**src/rtl/npu_pkg.sv**
```systemverilog
// npu_pkg: constants and types shared by the result-drain block and its FIFO.
package npu_pkg;

  localparam int LANES  = 3;
  localparam int LANE_W = 16;
  localparam int OUT_W  = 8;

  // Wishbone word offsets (adr[3:2])
  localparam logic [1:0] REG_STATUS = 2'd0;
  localparam logic [1:0] REG_DATA   = 2'd1;
  localparam logic [1:0] REG_CTRL   = 2'd2;

  // STATUS bit positions
  localparam int ST_COUNT_LSB = 0;
  localparam int ST_EMPTY     = 4;
  localparam int ST_FULL      = 5;
  localparam int ST_UFLOW     = 6;
  localparam int ST_STALL     = 7;

  // CTRL bit positions
  localparam int CTRL_SHIFT_LSB = 0;
  localparam int CTRL_RELU      = 4;
  localparam int CTRL_IRQ_LSB   = 8;
  localparam int CTRL_CLEAR     = 16;

  // One packed result: lane k occupies [8k+7:8k]
  typedef logic [LANES*OUT_W-1:0] packed_res_t;

endpackage

```
**src/rtl/npu_sync_fifo.sv**
```systemverilog
// npu_sync_fifo: single-clock FIFO with natural-wrap pointers and a separate
// occupancy counter that distinguishes full from empty. Push while full and
// pop while empty are ignored; a synchronous clear flushes the contents.
module npu_sync_fifo #(
  parameter int DWIDTH = 24,
  parameter int DEPTH  = 8
) (
  input  logic                     clk,
  input  logic                     rst_n,
  input  logic                     clear,
  input  logic                     push,
  input  logic                     pop,
  input  logic [DWIDTH-1:0]        wdata,
  output logic [DWIDTH-1:0]        rdata,
  output logic [$clog2(DEPTH):0]   count,
  output logic                     full,
  output logic                     empty
);

  localparam int AW = $clog2(DEPTH);

  logic [DWIDTH-1:0] mem [DEPTH];
  logic [AW-1:0]     wr_ptr;
  logic [AW-1:0]     rd_ptr;
  logic              do_push;
  logic              do_pop;

  assign empty   = (count == '0);
  assign full    = (count == (AW+1)'(DEPTH));
  assign do_pop  = pop & ~empty;
  assign do_push = push & (~full | do_pop);
  assign rdata   = mem[rd_ptr];

  // Storage array: written on accepted pushes only, never reset
  always_ff @(posedge clk) begin
    if (do_push) mem[wr_ptr] <= wdata;
  end

  // Pointers and occupancy; simultaneous push and pop leave count unchanged
  always_ff @(posedge clk or negedge rst_n) begin
    if (!rst_n) begin
      wr_ptr <= '0;
      rd_ptr <= '0;
      count  <= '0;
    end else if (clear) begin
      wr_ptr <= '0;
      rd_ptr <= '0;
      count  <= '0;
    end else begin
      if (do_push) wr_ptr <= wr_ptr + 1'b1;
      if (do_pop)  rd_ptr <= rd_ptr + 1'b1;
      if (do_push && !do_pop)      count <= count + 1'b1;
      else if (do_pop && !do_push) count <= count - 1'b1;
    end
  end

endmodule

```
**src/rtl/npu_result_drain.sv**
```systemverilog
// npu_result_drain: takes 3-lane int16 result vectors from the systolic array,
// applies arithmetic right shift, optional ReLU and int8 saturation, and queues
// the packed 24-bit words for the management core to read over Wishbone.
// Optional build macro NPU_DRAIN_IRQ_EN adds the registered irq_o output and
// the CTRL irq_level field.
module npu_result_drain
  import npu_pkg::*;
#(
  parameter int          DEPTH        = 8,
  parameter logic [23:0] BASE_ADDRESS = 24'h3000_01
) (
  input  logic                    caravel_wb_clk_i,
  input  logic                    caravel_wb_rst_ni,
  input  logic                    res_valid_i,
  input  logic [LANES*LANE_W-1:0] res_data_i,
  output logic                    res_ready_o,
  input  logic                    caravel_wb_stb_i,
  input  logic                    caravel_wb_cyc_i,
  input  logic                    caravel_wb_we_i,
  input  logic [3:0]              caravel_wb_sel_i,
  input  logic [31:0]             caravel_wb_dat_i,
  input  logic [31:0]             caravel_wb_adr_i,
  output logic                    caravel_wb_ack_o,
  output logic [31:0]             caravel_wb_dat_o
`ifdef NPU_DRAIN_IRQ_EN
  ,
  output logic                    irq_o
`endif
);

  localparam int CW = $clog2(DEPTH) + 1;
  localparam logic signed [LANE_W-1:0] SAT_HI = LANE_W'(127);
  localparam logic signed [LANE_W-1:0] SAT_LO = LANE_W'(-128);

  // Saturate a wide signed value into the int8 range
  function automatic logic signed [OUT_W-1:0] sat_int8(input logic signed [LANE_W-1:0] v);
    logic signed [OUT_W-1:0] r;
    if (v > SAT_HI)      r = 8'sh7f;
    else if (v < SAT_LO) r = 8'sh80;
    else                 r = v[OUT_W-1:0];
    return r;
  endfunction

  // Clamp negatives to zero when ReLU is enabled
  function automatic logic signed [LANE_W-1:0] relu_clip(input logic signed [LANE_W-1:0] v,
                                                         input logic en);
    return (en && v[LANE_W-1]) ? '0 : v;
  endfunction

  // Full per-lane post-processing: shift, ReLU, saturate
  function automatic logic [OUT_W-1:0] post_lane(input logic signed [LANE_W-1:0] x,
                                                 input logic [3:0] sh,
                                                 input logic relu);
    return sat_int8(relu_clip(x >>> sh, relu));
  endfunction

  logic              clk;
  logic              rst_n;
  logic              wb_hit;
  logic [1:0]        reg_off;
  logic              wr_acc;
  logic              rd_acc;
  logic              ctrl_wr;
  logic              w1c_wr;
  logic              data_rd;
  logic              clear_req;
  logic              pop;
  logic              uflow_set;
  logic              stall_set;
  logic              accept;
  logic [3:0]        ctrl_shift;
  logic              ctrl_relu;
  logic              sticky_uflow;
  logic              sticky_stall;
  packed_res_t       proc_p0;
  packed_res_t       data_p1;
  logic              vld_p1;
  packed_res_t       fifo_head;
  logic [CW-1:0]     fifo_count;
  logic              fifo_full;
  logic              fifo_empty;
  logic [31:0]       rd_word;
  logic              unused_bits;

  assign clk   = caravel_wb_clk_i;
  assign rst_n = caravel_wb_rst_ni;

  assign wb_hit    = caravel_wb_cyc_i & caravel_wb_stb_i &
                     (caravel_wb_adr_i[31:8] == BASE_ADDRESS);
  assign reg_off   = caravel_wb_adr_i[3:2];
  assign wr_acc    = caravel_wb_ack_o & caravel_wb_we_i;
  assign rd_acc    = caravel_wb_ack_o & ~caravel_wb_we_i;
  assign ctrl_wr   = wr_acc & (reg_off == REG_CTRL);
  assign w1c_wr    = wr_acc & (reg_off == REG_STATUS);
  assign data_rd   = rd_acc & (reg_off == REG_DATA);
  assign clear_req = ctrl_wr & caravel_wb_dat_i[CTRL_CLEAR];
  assign pop       = data_rd & ~fifo_empty;
  assign uflow_set = data_rd & fifo_empty;

  // Room is counted including the vector already in stage 1
  assign res_ready_o = rst_n & ~clear_req &
                       ((32'(fifo_count) + 32'(vld_p1)) < 32'(DEPTH));
  assign accept      = res_valid_i & res_ready_o;
  assign stall_set   = res_valid_i & ~res_ready_o;

  assign unused_bits = ^{caravel_wb_sel_i, caravel_wb_dat_i,
                         caravel_wb_adr_i[7:4], caravel_wb_adr_i[1:0]};

  // Per-lane post-processing of the incoming vector
  always_comb begin
    proc_p0 = '0;
    for (int k = 0; k < LANES; k++) begin
      proc_p0[k*OUT_W +: OUT_W] = post_lane($signed(res_data_i[k*LANE_W +: LANE_W]),
                                            ctrl_shift, ctrl_relu);
    end
  end

  // ---- stage 1: processed vector register ----
  always_ff @(posedge clk or negedge rst_n) begin
    if (!rst_n) vld_p1 <= 1'b0;
    else        vld_p1 <= accept;
  end

  // Stage 1 payload follows the handshake only
  always_ff @(posedge clk) begin
    if (accept) data_p1 <= proc_p0;
  end

  // ---- stage 2: FIFO write ----
  npu_sync_fifo #(
    .DWIDTH (LANES*OUT_W),
    .DEPTH  (DEPTH)
  ) u_fifo (
    .clk   (clk),
    .rst_n (rst_n),
    .clear (clear_req),
    .push  (vld_p1),
    .pop   (pop),
    .wdata (data_p1),
    .rdata (fifo_head),
    .count (fifo_count),
    .full  (fifo_full),
    .empty (fifo_empty)
  );

  // Wishbone ack: one-cycle pulse, never on the cycle right after an ack
  always_ff @(posedge clk or negedge rst_n) begin
    if (!rst_n) caravel_wb_ack_o <= 1'b0;
    else        caravel_wb_ack_o <= wb_hit & ~caravel_wb_ack_o;
  end

  // CTRL shift/relu; preserved across clear
  always_ff @(posedge clk or negedge rst_n) begin
    if (!rst_n) begin
      ctrl_shift <= 4'd0;
      ctrl_relu  <= 1'b1;
    end else if (ctrl_wr) begin
      ctrl_shift <= caravel_wb_dat_i[CTRL_SHIFT_LSB +: 4];
      ctrl_relu  <= caravel_wb_dat_i[CTRL_RELU];
    end
  end

  // Sticky error flags: set by events, W1C via STATUS, wiped by clear
  always_ff @(posedge clk or negedge rst_n) begin
    if (!rst_n) begin
      sticky_uflow <= 1'b0;
      sticky_stall <= 1'b0;
    end else if (clear_req) begin
      sticky_uflow <= 1'b0;
      sticky_stall <= 1'b0;
    end else begin
      sticky_uflow <= (sticky_uflow & ~(w1c_wr & caravel_wb_dat_i[ST_UFLOW])) | uflow_set;
      sticky_stall <= (sticky_stall & ~(w1c_wr & caravel_wb_dat_i[ST_STALL])) | stall_set;
    end
  end

`ifdef NPU_DRAIN_IRQ_EN
  logic [3:0] ctrl_irq_level;

  // CTRL irq threshold; preserved across clear
  always_ff @(posedge clk or negedge rst_n) begin
    if (!rst_n)       ctrl_irq_level <= 4'(DEPTH - 1);
    else if (ctrl_wr) ctrl_irq_level <= caravel_wb_dat_i[CTRL_IRQ_LSB +: 4];
  end

  // Interrupt: fill level reached or any sticky error pending
  always_ff @(posedge clk or negedge rst_n) begin
    if (!rst_n) irq_o <= 1'b0;
    else        irq_o <= (32'(fifo_count) >= 32'(ctrl_irq_level)) | sticky_uflow | sticky_stall;
  end
`endif

  // Register read mux; DATA reads of an empty FIFO return zero
  always_comb begin
    rd_word = '0;
    case (reg_off)
      REG_STATUS: begin
        rd_word[ST_COUNT_LSB +: 4] = 4'(fifo_count);
        rd_word[ST_EMPTY]          = fifo_empty;
        rd_word[ST_FULL]           = fifo_full;
        rd_word[ST_UFLOW]          = sticky_uflow;
        rd_word[ST_STALL]          = sticky_stall;
      end
      REG_DATA: begin
        if (!fifo_empty) rd_word[LANES*OUT_W-1:0] = fifo_head;
      end
      REG_CTRL: begin
        rd_word[CTRL_SHIFT_LSB +: 4] = ctrl_shift;
        rd_word[CTRL_RELU]           = ctrl_relu;
`ifdef NPU_DRAIN_IRQ_EN
        rd_word[CTRL_IRQ_LSB +: 4]   = ctrl_irq_level;
`endif
      end
      default: rd_word = '0;
    endcase
  end

  assign caravel_wb_dat_o = rd_acc ? rd_word : 32'h0;

endmodule

```
**config.mk**
```make
export PLATFORM = sky130hd
export DESIGN_NAME = npu_result_drain
export DESIGN_NICKNAME = d
export VERILOG_FILES = /design/src/rtl/npu_pkg.sv /design/src/rtl/npu_sync_fifo.sv /design/src/rtl/npu_result_drain.sv
export SDC_FILE = /design/constraint.sdc
export NUM_CORES = 1
export LEC_CHECK = 0
export BUFFER_PORTS_ARGS = -buffer_cell sky130_fd_sc_hd__buf_2
export CAP_MARGIN = 25
export CELL_PAD_IN_SITES_DETAIL_PLACEMENT = 0
export CELL_PAD_IN_SITES_GLOBAL_PLACEMENT = 1
export CORE_ASPECT_RATIO = 1.5
export CORE_UTILIZATION = 50
export CTS_BUF_LIST = sky130_fd_sc_hd__clkbuf_8
export DETAILED_ROUTE_END_ITERATION = 10
export GPL_TIMING_DRIVEN = 0
export PLACE_DENSITY = 0.93
export SLEW_MARGIN = 30
export SYNTH_ARGS = -nofsm -noshare
export SYNTH_HDL_FRONTEND = slang
export SYNTH_SLANG_ARGS = --single-unit
```
**constraint.sdc**
```tcl
create_clock -name caravel_wb_clk_i -period 7 [get_ports caravel_wb_clk_i]
set_input_delay 1.05 -clock caravel_wb_clk_i [delete_from_list [all_inputs] [get_ports caravel_wb_clk_i]]
set_output_delay 1.05 -clock caravel_wb_clk_i [all_outputs]
set_load 0.02 [all_outputs]
```
==> flow_metrics.env, run 1 <==
export IMPL_outcome="finished clean"
export IMPL_cts_sinks=235
export IMPL_post_route_min_period_ps=4200
export IMPL_gp_congestion=0.943
export IMPL_drc=0
export IMPL_viasPerCell=6.09
export IMPL_crit_slowest_cell="buf_1"
export IMPL_synthFlopType="edfxtp_1"
export IMPL_internal_power_mw=2.29
export IMPL_post_cts_buffers=0
export IMPL_grt_pass1_vias=7743
export IMPL_core_sq_um=23000
export IMPL_grt_remaining_overflow=0
export IMPL_clk_pin_slew_worst_paths_ps=70
export IMPL_relSlewSlack_pct=41.6
export IMPL_ir_drop_mv=0.137
export IMPL_crit_fanout=10
export IMPL_crit_path_end_kind="primary output"
export IMPL_rsz0062_at_grt="no"
export IMPL_clk_path_buf_depth=3
export IMPL_portBuffers=112
export IMPL_ys_ff_latch=235
export IMPL_total_leakage_power_nw=4.73
export IMPL_drive_above_1_share_pct=31.8
export IMPL_required_ps=5950
export IMPL_htreeDepth=1
export IMPL_p_per_area_nw_per_um2=227
export IMPL_ios=156
export IMPL_syn_area_per_cell_sq_um=15.0
export IMPL_crit_family="buffers and inverters"
export IMPL_clk_insertion_delay_late_ps=550
export IMPL_synth_edf_count=216
export IMPL_utilization_pct=58.5
export IMPL_cts_root_buf="clkbuf_8"
export IMPL_area_growth_syn_to_layout_pct=15.4
export IMPL_period_share_pct=60.0
export IMPL_die_w_um=127
export IMPL_start_util_pct=50.7
export IMPL_vias=7588
export IMPL_tns_ps=0
export IMPL_sw_frac_of_total_pct=24.8
export IMPL_path_buf_inv=5
export IMPL_nets=1070
export IMPL_clock_fmax_mhz=238
export IMPL_numCtsBuffers=30
export IMPL_die_h_um=189
export IMPL_antenna_found_initial=0
export IMPL_cts_tree="built"
export IMPL_num_rows=68
export IMPL_clock_skew_ps=21.5
export IMPL_arrival_ps=3150
export IMPL_crit_top_cell="buf_2"
export IMPL_yosysUniqueCellTypes=77
export IMPL_drt_pass1_iterations=5
export IMPL_critPathMaxStageDelay_ps=490
export IMPL_path_cells="buf_2 > buf_2 > buf_2 > buf_1 > mux2i_1 > o22a_1 > nor2_1 > buf_2"
export IMPL_die_area_sq_um=23900
export IMPL_ys_warn_count=0
export IMPL_syn_instance_count=778
export IMPL_p_seq_share_pct=56.9
export IMPL_p_sw_mw=0.755
export IMPL_clockPowerShare_pct=31.6
export IMPL_finalHoldViolCount=0
export IMPL_grt_max_degree=26
export IMPL_cts_hold_buf=0
export IMPL_ctsResizeCount=0
export IMPL_synth_area_sq_um=11600
export IMPL_grt_pass1_wl_um=43800
export IMPL_ant_nets=0
export IMPL_drv_cap=0
export IMPL_min_path_type="in2async"
export IMPL_async_flop_share_pct=8.09
export IMPL_startpoint_type="flop"
export IMPL_dp_hpwl_um=20400
export IMPL_grt_usage_pct=24.1
export IMPL_critPathKind="reg2out"
export IMPL_initialDrtViolationCount=595
export IMPL_drv_slew=0
export IMPL_seq_area_frac_synth_pct=59.8
export IMPL_comb_power_share_pct=11.5
export IMPL_tightest_slew_ps=876
export IMPL_final_setup_viol_count=0
export IMPL_avgRoutedWirePerCell_um=22.5
export IMPL_routed_wirelength_um=28100
## cell usage after synthesis, types with 3 or more instances
library cell | number | area share, %
dfrtp_1 | 18 | 3.9
clkbuf_1 | 18 | 0.58
nand4_1 | 5 | 0.27
nor3_1 | 10 | 0.43
o22ai_1 | 3 | 0.16
o21ai_0 | 36 | 1.5
a31oi_1 | 6 | 0.32
buf_4 | 11 | 0.71
nand3_1 | 6 | 0.26
o21ai_1 | 6 | 0.26
a211oi_1 | 8 | 0.52
buf_6 | 5 | 0.48
mux4_2 | 58 | 11
mux4_1 | 4 | 0.90
nand2_1 | 37 | 1.2
mux2i_1 | 75 | 6.4
a21oi_1 | 27 | 1.2
a21o_1 | 3 | 0.19
mux4_4 | 4 | 0.86
nand3b_1 | 3 | 0.19
o211ai_1 | 5 | 0.32
xnor2_1 | 3 | 0.23
nor2b_1 | 3 | 0.16
buf_2 | 14 | 0.60
nand2b_1 | 7 | 0.38
nor4_1 | 6 | 0.32
ha_1 | 4 | 0.43
buf_1 | 4 | 0.13
nor2_1 | 73 | 2.4
edfxtp_1 | 216 | 56
mux2_2 | 21 | 2.0
o22a_1 | 5 | 0.38
inv_1 | 18 | 0.58
## per-stage QoR
step | hold slack, ps | worst slack (ps) | cells | cell area [sq um] | power, mW
global placement | 497 | 1210 | 1177 | 12600 | 2.06
floorplan | 481 | 2980 | 785 | 11700 | 1.95
finish | 449 | 2800 | 1247 | 13400 | 3.05
CTS | 453 | 2790 | 1246 | 13400 | 3.06
global route | 469 | 2630 | 1246 | 13400 | 3.16
detailed placement | 518 | 3230 | 1191 | 12900 | 2.11
## path summary, 6_finish.rpt
check | from | cells past startpoint | end | slack [ps]
setup / recovery | ctrl_shift[1] | 8 | caravel_wb_dat_o[1] | 2800
hold / removal | caravel_wb_rst_ni | 1 | sticky_stall | 450
setup reg to reg | caravel_wb_ack_o | 7 | u_fifo.mem[0][22] | 3990
hold reg to reg | sticky_uflow | 2 | sticky_uflow | 530
max in group asynchronous | caravel_wb_rst_ni | 1 | ctrl_relu | 6190
min in group caravel_wb_clk_i | sticky_uflow | 2 | sticky_uflow | 530
## logic make-up (layout without fill, tap and decap cells)
kind of cell,Yosys count,count (layout),synth area share (%)
compound gates,127,127,7.27
xor+xnor,5,5,0.376
fa+ha+maj,5,5,0.601
buf+inv,77,258,3.75
flops,235,235,59.8
mux,163,163,21.6
other cells,1,9,0.0322
simple gates,165,165,6.63
## area by class of cell
class / instances / area, sq um
plain buffers: 57 / 362
well taps: 280 / 350
repair buffers: 126 / 777
inverters: 20 / 75.1
clock buffers: 31 / 427
fillers: 1797 / 9530
clock inverters: 24 / 154
multi-input cells: 473 / 4330
flip-flops and latches: 235 / 6960
diodes: 1 / 2.50
## worst register-to-register path: cells and delay by family, from the launching register on
| family | cells | cell delay, ps |
|---|---|---|
| flip-flops | 1 | 460 |
| buffers and inverters | 3 | 620 |
| AO/OA/AOI/OAI | 1 | 530 |
| AND/OR/NAND/NOR | 3 | 1100 |
## cell usage in the layout (no fill, tap or decap), types with 5 or more instances in the layout
cell and instances:
o21ai_0 36, nor2_4 6, conb_1 8, o211ai_1 5, nand4_1 5, clkbuf_8 33, buf_16 5, nor4_1 6
nand2_1 37, a21oi_1 27, nand3_1 6, clkbuf_1 18, buf_6 6, inv_1 31, buf_4 18, mux2i_1 75
dfrtp_1 18, mux4_2 58, o22a_1 5, mux2_2 21, nor3_1 8, a211oi_1 8, buf_2 126, edfxtp_1 216
a31oi_1 6, o21ai_1 6, nor2_1 67, clkinv_2 6, nand2b_1 7
## per-layer routing
| layer | part of all wire [%] | routed length, um | GRT usage, % |
|---|---|---|---|
| met4 | 5.2 | 1470 | 14.5 |
| met2 | 53 | 14900 | 42.6 |
| met5 | 0 | 0 | 0 |
| met3 | 5.2 | 1460 | 2.32 |
| met1 | 37 | 10300 | 28.4 |
## registers in the layout (all words and copies together) (netlist names)
signal / flops
ctrl_relu: 1
sticky_uflow: 1
sticky_stall: 1
data_p1: 24
ctrl_shift: 4
u_fifo.mem: 192
u_fifo.count: 4
vld_p1: 1
caravel_wb_ack_o: 1
u_fifo.wr_ptr: 3
u_fifo.rd_ptr: 3
## power groups by stage
stage / clock network [mW] / registers [mW] / logic [mW]
2_1_floorplan: 0 / 1.73 / 0.214
3_3_place_gp: 0 / 1.76 / 0.304
3_5_place_dp: 0 / 1.76 / 0.349
4_1_cts: 0.974 / 1.73 / 0.351
5_1_grt: 1.03 / 1.74 / 0.386
6_report: 0.962 / 1.73 / 0.350
Note: power is estimated with default switching activity, not from simulation.
==> inputs of run 2 (changes only) <==
--- a/config.mk
+++ b/config.mk
@@ -5,16 +5,17 @@
 export SDC_FILE = /design/constraint.sdc
 export NUM_CORES = 1
 export LEC_CHECK = 0
+export ABC_AREA = 1
 export BUFFER_PORTS_ARGS = -buffer_cell sky130_fd_sc_hd__buf_2
 export CAP_MARGIN = 25
 export CELL_PAD_IN_SITES_DETAIL_PLACEMENT = 0
 export CELL_PAD_IN_SITES_GLOBAL_PLACEMENT = 1
 export CORE_ASPECT_RATIO = 1.5
-export CORE_UTILIZATION = 50
+export CORE_UTILIZATION = 42
 export CTS_BUF_LIST = sky130_fd_sc_hd__clkbuf_8
 export DETAILED_ROUTE_END_ITERATION = 10
 export GPL_TIMING_DRIVEN = 0
-export PLACE_DENSITY = 0.93
+export PLACE_DENSITY = 0.89
 export SLEW_MARGIN = 30
 export SYNTH_ARGS = -nofsm -noshare
 export SYNTH_HDL_FRONTEND = slang
==> constraint.sdc (replaced) <==
create_clock -name caravel_wb_clk_i -period 3.6 [get_ports caravel_wb_clk_i]
set_input_delay 0.54 -clock caravel_wb_clk_i [delete_from_list [all_inputs] [get_ports caravel_wb_clk_i]]
set_output_delay 0.54 -clock caravel_wb_clk_i [all_outputs]
set_load 0.02 [all_outputs]
==> run 2 against run 1 <==
  * Critical path depth unchanged
  * Critical endpoint is now caravel_wb_dat_o[9]
  * Combinational power up 130%
  * Wire length rose by 17%
  * Sequential share of layout area fell by 1.0 points
==> flow_metrics.env, run 2 <==
export IMPL_syn_instance_count=1282
export IMPL_nets=1573
export IMPL_grt_max_degree=21
export IMPL_num_rows=74
export IMPL_largest_reg_flops=192
export IMPL_placed_cells=1754
export IMPL_drv_slew=0
export IMPL_path_cells="buf_2 > buf_2 > clkbuf_1 > nor2_1 > nor2_1 > o21ai_0 > a31oi_1 > buf_2"
export IMPL_crit_top_cell="buf_2"
export IMPL_clk_insertion_delay_late_ps=600
export IMPL_period_share_pct=91.6
export IMPL_p_per_area_nw_per_um2=435
export IMPL_rsz0062_at_grt="no"
export IMPL_gp_congestion=0.929
export IMPL_grt_pass1_wl_um=51200
export IMPL_cts_sinks=235
export IMPL_synth_area_sq_um=11800
export IMPL_outcome="finished clean"
export IMPL_grt_usage_pct=22.8
export IMPL_final_setup_viol_count=0
export IMPL_final_common_cell="nand2_1"
export IMPL_synth_area_top_cells="edfxtp_1 55%, nand2_1 10%, o21ai_0 6.6%, nor2_1 5.5%, nand3_1 4.6%"
export IMPL_synthFlopType="edfxtp_1"
export IMPL_cts_tree="built"
export IMPL_ys_warn_count=0
export IMPL_htreeDepth=1
export IMPL_dp_hpwl_um=24800
export IMPL_post_route_min_period_ps=3300
export IMPL_tns_ps=0
export IMPL_clk_pin_slew_worst_paths_ps=70
export IMPL_utilization_pct=49.9
export IMPL_start_util_pct=43.1
export IMPL_clock_fmax_mhz=303
export IMPL_portBuffers=113
export IMPL_drc=0
export IMPL_cts_root_buf="clkbuf_8"
export IMPL_crit_path_end_kind="primary output"
export IMPL_min_path_type="in2reg"
export IMPL_layout_setup_ws_ps=302
export IMPL_largest_register="u_fifo.mem"
export IMPL_fill_cells=2500
export IMPL_arrival_ps=2760
export IMPL_largestRegisters="u_fifo.mem: 192 flops, data_p1: 24 flops"
export IMPL_die_area_sq_um=28900
export IMPL_drv_cap=0
export IMPL_ios=156
export IMPL_critPathKind="reg2out"
export IMPL_initialDrtViolationCount=830
export IMPL_antenna_found_initial=1
export IMPL_dp_slack_ps=826
export IMPL_crit_fanout=10
export IMPL_netlist_area_leader_share_pct=54.8
export IMPL_multi_input_area_sq_um=4330
export IMPL_path_buf_inv=4
export IMPL_tightest_slew_ps=657
export IMPL_die_h_um=208
export IMPL_clock_skew_ps=31.9
export IMPL_drt_pass1_iterations=7
export IMPL_avgRoutedWirePerCell_um=18.2
export IMPL_numCtsBuffers=31
export IMPL_synth_edf_count=216
export IMPL_total_leakage_power_nw=5.31
export IMPL_synthTopCellsByCount="322 x nand2_1, 216 x edfxtp_1, 174 x nor2_1"
export IMPL_grt_pass1_vias=9847
export IMPL_die_w_um=139
export IMPL_crit_slowest_cell="clkbuf_1"
export IMPL_layout_cells_most_common_list="322 x nand2_1, 216 x edfxtp_1, 166 x nor2_1"
export IMPL_syn_area_per_cell_sq_um=9.24
export IMPL_yosysTopAreaCell="edfxtp_1"
export IMPL_total_power_mw=5.96
export IMPL_yosysUniqueCellTypes=45
export IMPL_crit_family="buffers and inverters"
export IMPL_synth_most_common_cell="nand2_1"
export IMPL_clk_path_buf_depth=3
export IMPL_ir_drop_mv=0.242
export IMPL_async_flop_share_pct=8.09
export IMPL_drive_above_1_share_pct=16.2
export IMPL_core_sq_um=27500
export IMPL_relSlewSlack_pct=56.2
export IMPL_startpoint_type="flop"
export IMPL_grt_remaining_overflow=0
export IMPL_area_growth_syn_to_layout_pct=15.8
export IMPL_ys_ff_latch=235
export IMPL_seqCellArea_sq_um=6960
export IMPL_ant_nets=0
export IMPL_critPathMaxStageDelay_ps=540
export IMPL_seq_area_frac_synth_pct=58.8
export IMPL_vias=9768
export IMPL_final_cells=1808
export IMPL_routed_wirelength_um=32800
export IMPL_viasPerCell=5.40
export IMPL_required_ps=3060
export IMPL_finalHoldViolCount=0
[run 2: cell count changes after synthesis, sizes merged, moves of 30 or more]
cell	previous run	this run
inv	20	50
mux2i	75	3
mux4	66	0
nand2	37	330
nand3	6	110
nor2	73	177
o21ai	43	167
[run 2: worst min-delay path, delay by kind of cell]
kind / cells / cell delay (ps)
AO/OA/AOI/OAI: 1 / 60
buffers and inverters: 1 / 70
AND/OR/NAND/NOR: 1 / 40
[run 2: timing repair]
item / CTS / global route
setup buffers: 0 / 0
setup endpoints to repair: 0 / 0
gates resized for setup: 0 / 0
endpoints found under the hold margin: 18 / 0
hold buffers: 1 / 0
[run 2: power breakdown]
part	total [mW]	internal [mW]	leakage, nW	switching (mW)
Sequential	3.33	3.20	2.13	0.129
Clock	1.82	0.874	0.304	0.944
Combinational	0.809	0.287	2.87	0.523
[run 2: worst paths after layout]
| kind | from | to | slack [ps] | cells after the start |
|---|---|---|---|---|
| setup / recovery | u_fifo.rd_ptr[0] | caravel_wb_dat_o[9] | 300 | 8 |
| hold / removal | caravel_wb_dat_i[0] | ctrl_shift[0] | 180 | 3 |
| setup reg to reg | caravel_wb_ack_o | u_fifo.mem[2][22] | 1080 | 9 |
| hold reg to reg | sticky_stall | sticky_stall | 550 | 2 |
| max in group asynchronous | caravel_wb_rst_ni | ctrl_relu | 2770 | 2 |
| min in group asynchronous | caravel_wb_rst_ni | u_fifo.rd_ptr[1] | 460 | 2 |
[run 2: metrics by stage]
stage / hold WS (ps) / area, sq um
after floorplan: 244 / 11900
after global placement: 524 / 12900
after detailed placement: 533 / 13100
after CTS: 158 / 13700
after global routing: 176 / 13700
final: 178 / 13700
[run 2: logic make-up (layout without fill, tap and decap cells)]
logic type,Yosys count,count (layout),synth area share (%)
fa+ha+maj,5,5,0.592
mux,3,3,0.254
other cells,1,9,0.0317
flops,235,235,58.8
compound gates,267,267,12.7
buf+inv,133,309,5.37
simple gates,635,635,22.1
xor+xnor,3,3,0.222
[run 2: per-layer routing]
| metal | GRT usage [%] | vias up | routed length, um |
|---|---|---|---|
| li1 | - | 4792 | - |
| met1 | 24.0 | 4545 | 12000 |
| met2 | 44.9 | 343 | 18100 |
| met3 | 1.96 | 88 | 1530 |
| met4 | 10.7 | 0 | 1100 |
| met5 | 0 | - | 0 |
[run 2: area by class of cell]
cell class	count	area share (%)
multi-input cells	921	31.6
flip-flops and latches	235	50.8
clock buffers	31	3.11
clock inverters	21	0.894
plain buffers	82	3.22
inverters	51	1.41
diodes	1	0.0183
well taps	342	3.12
repair buffers	124	5.82
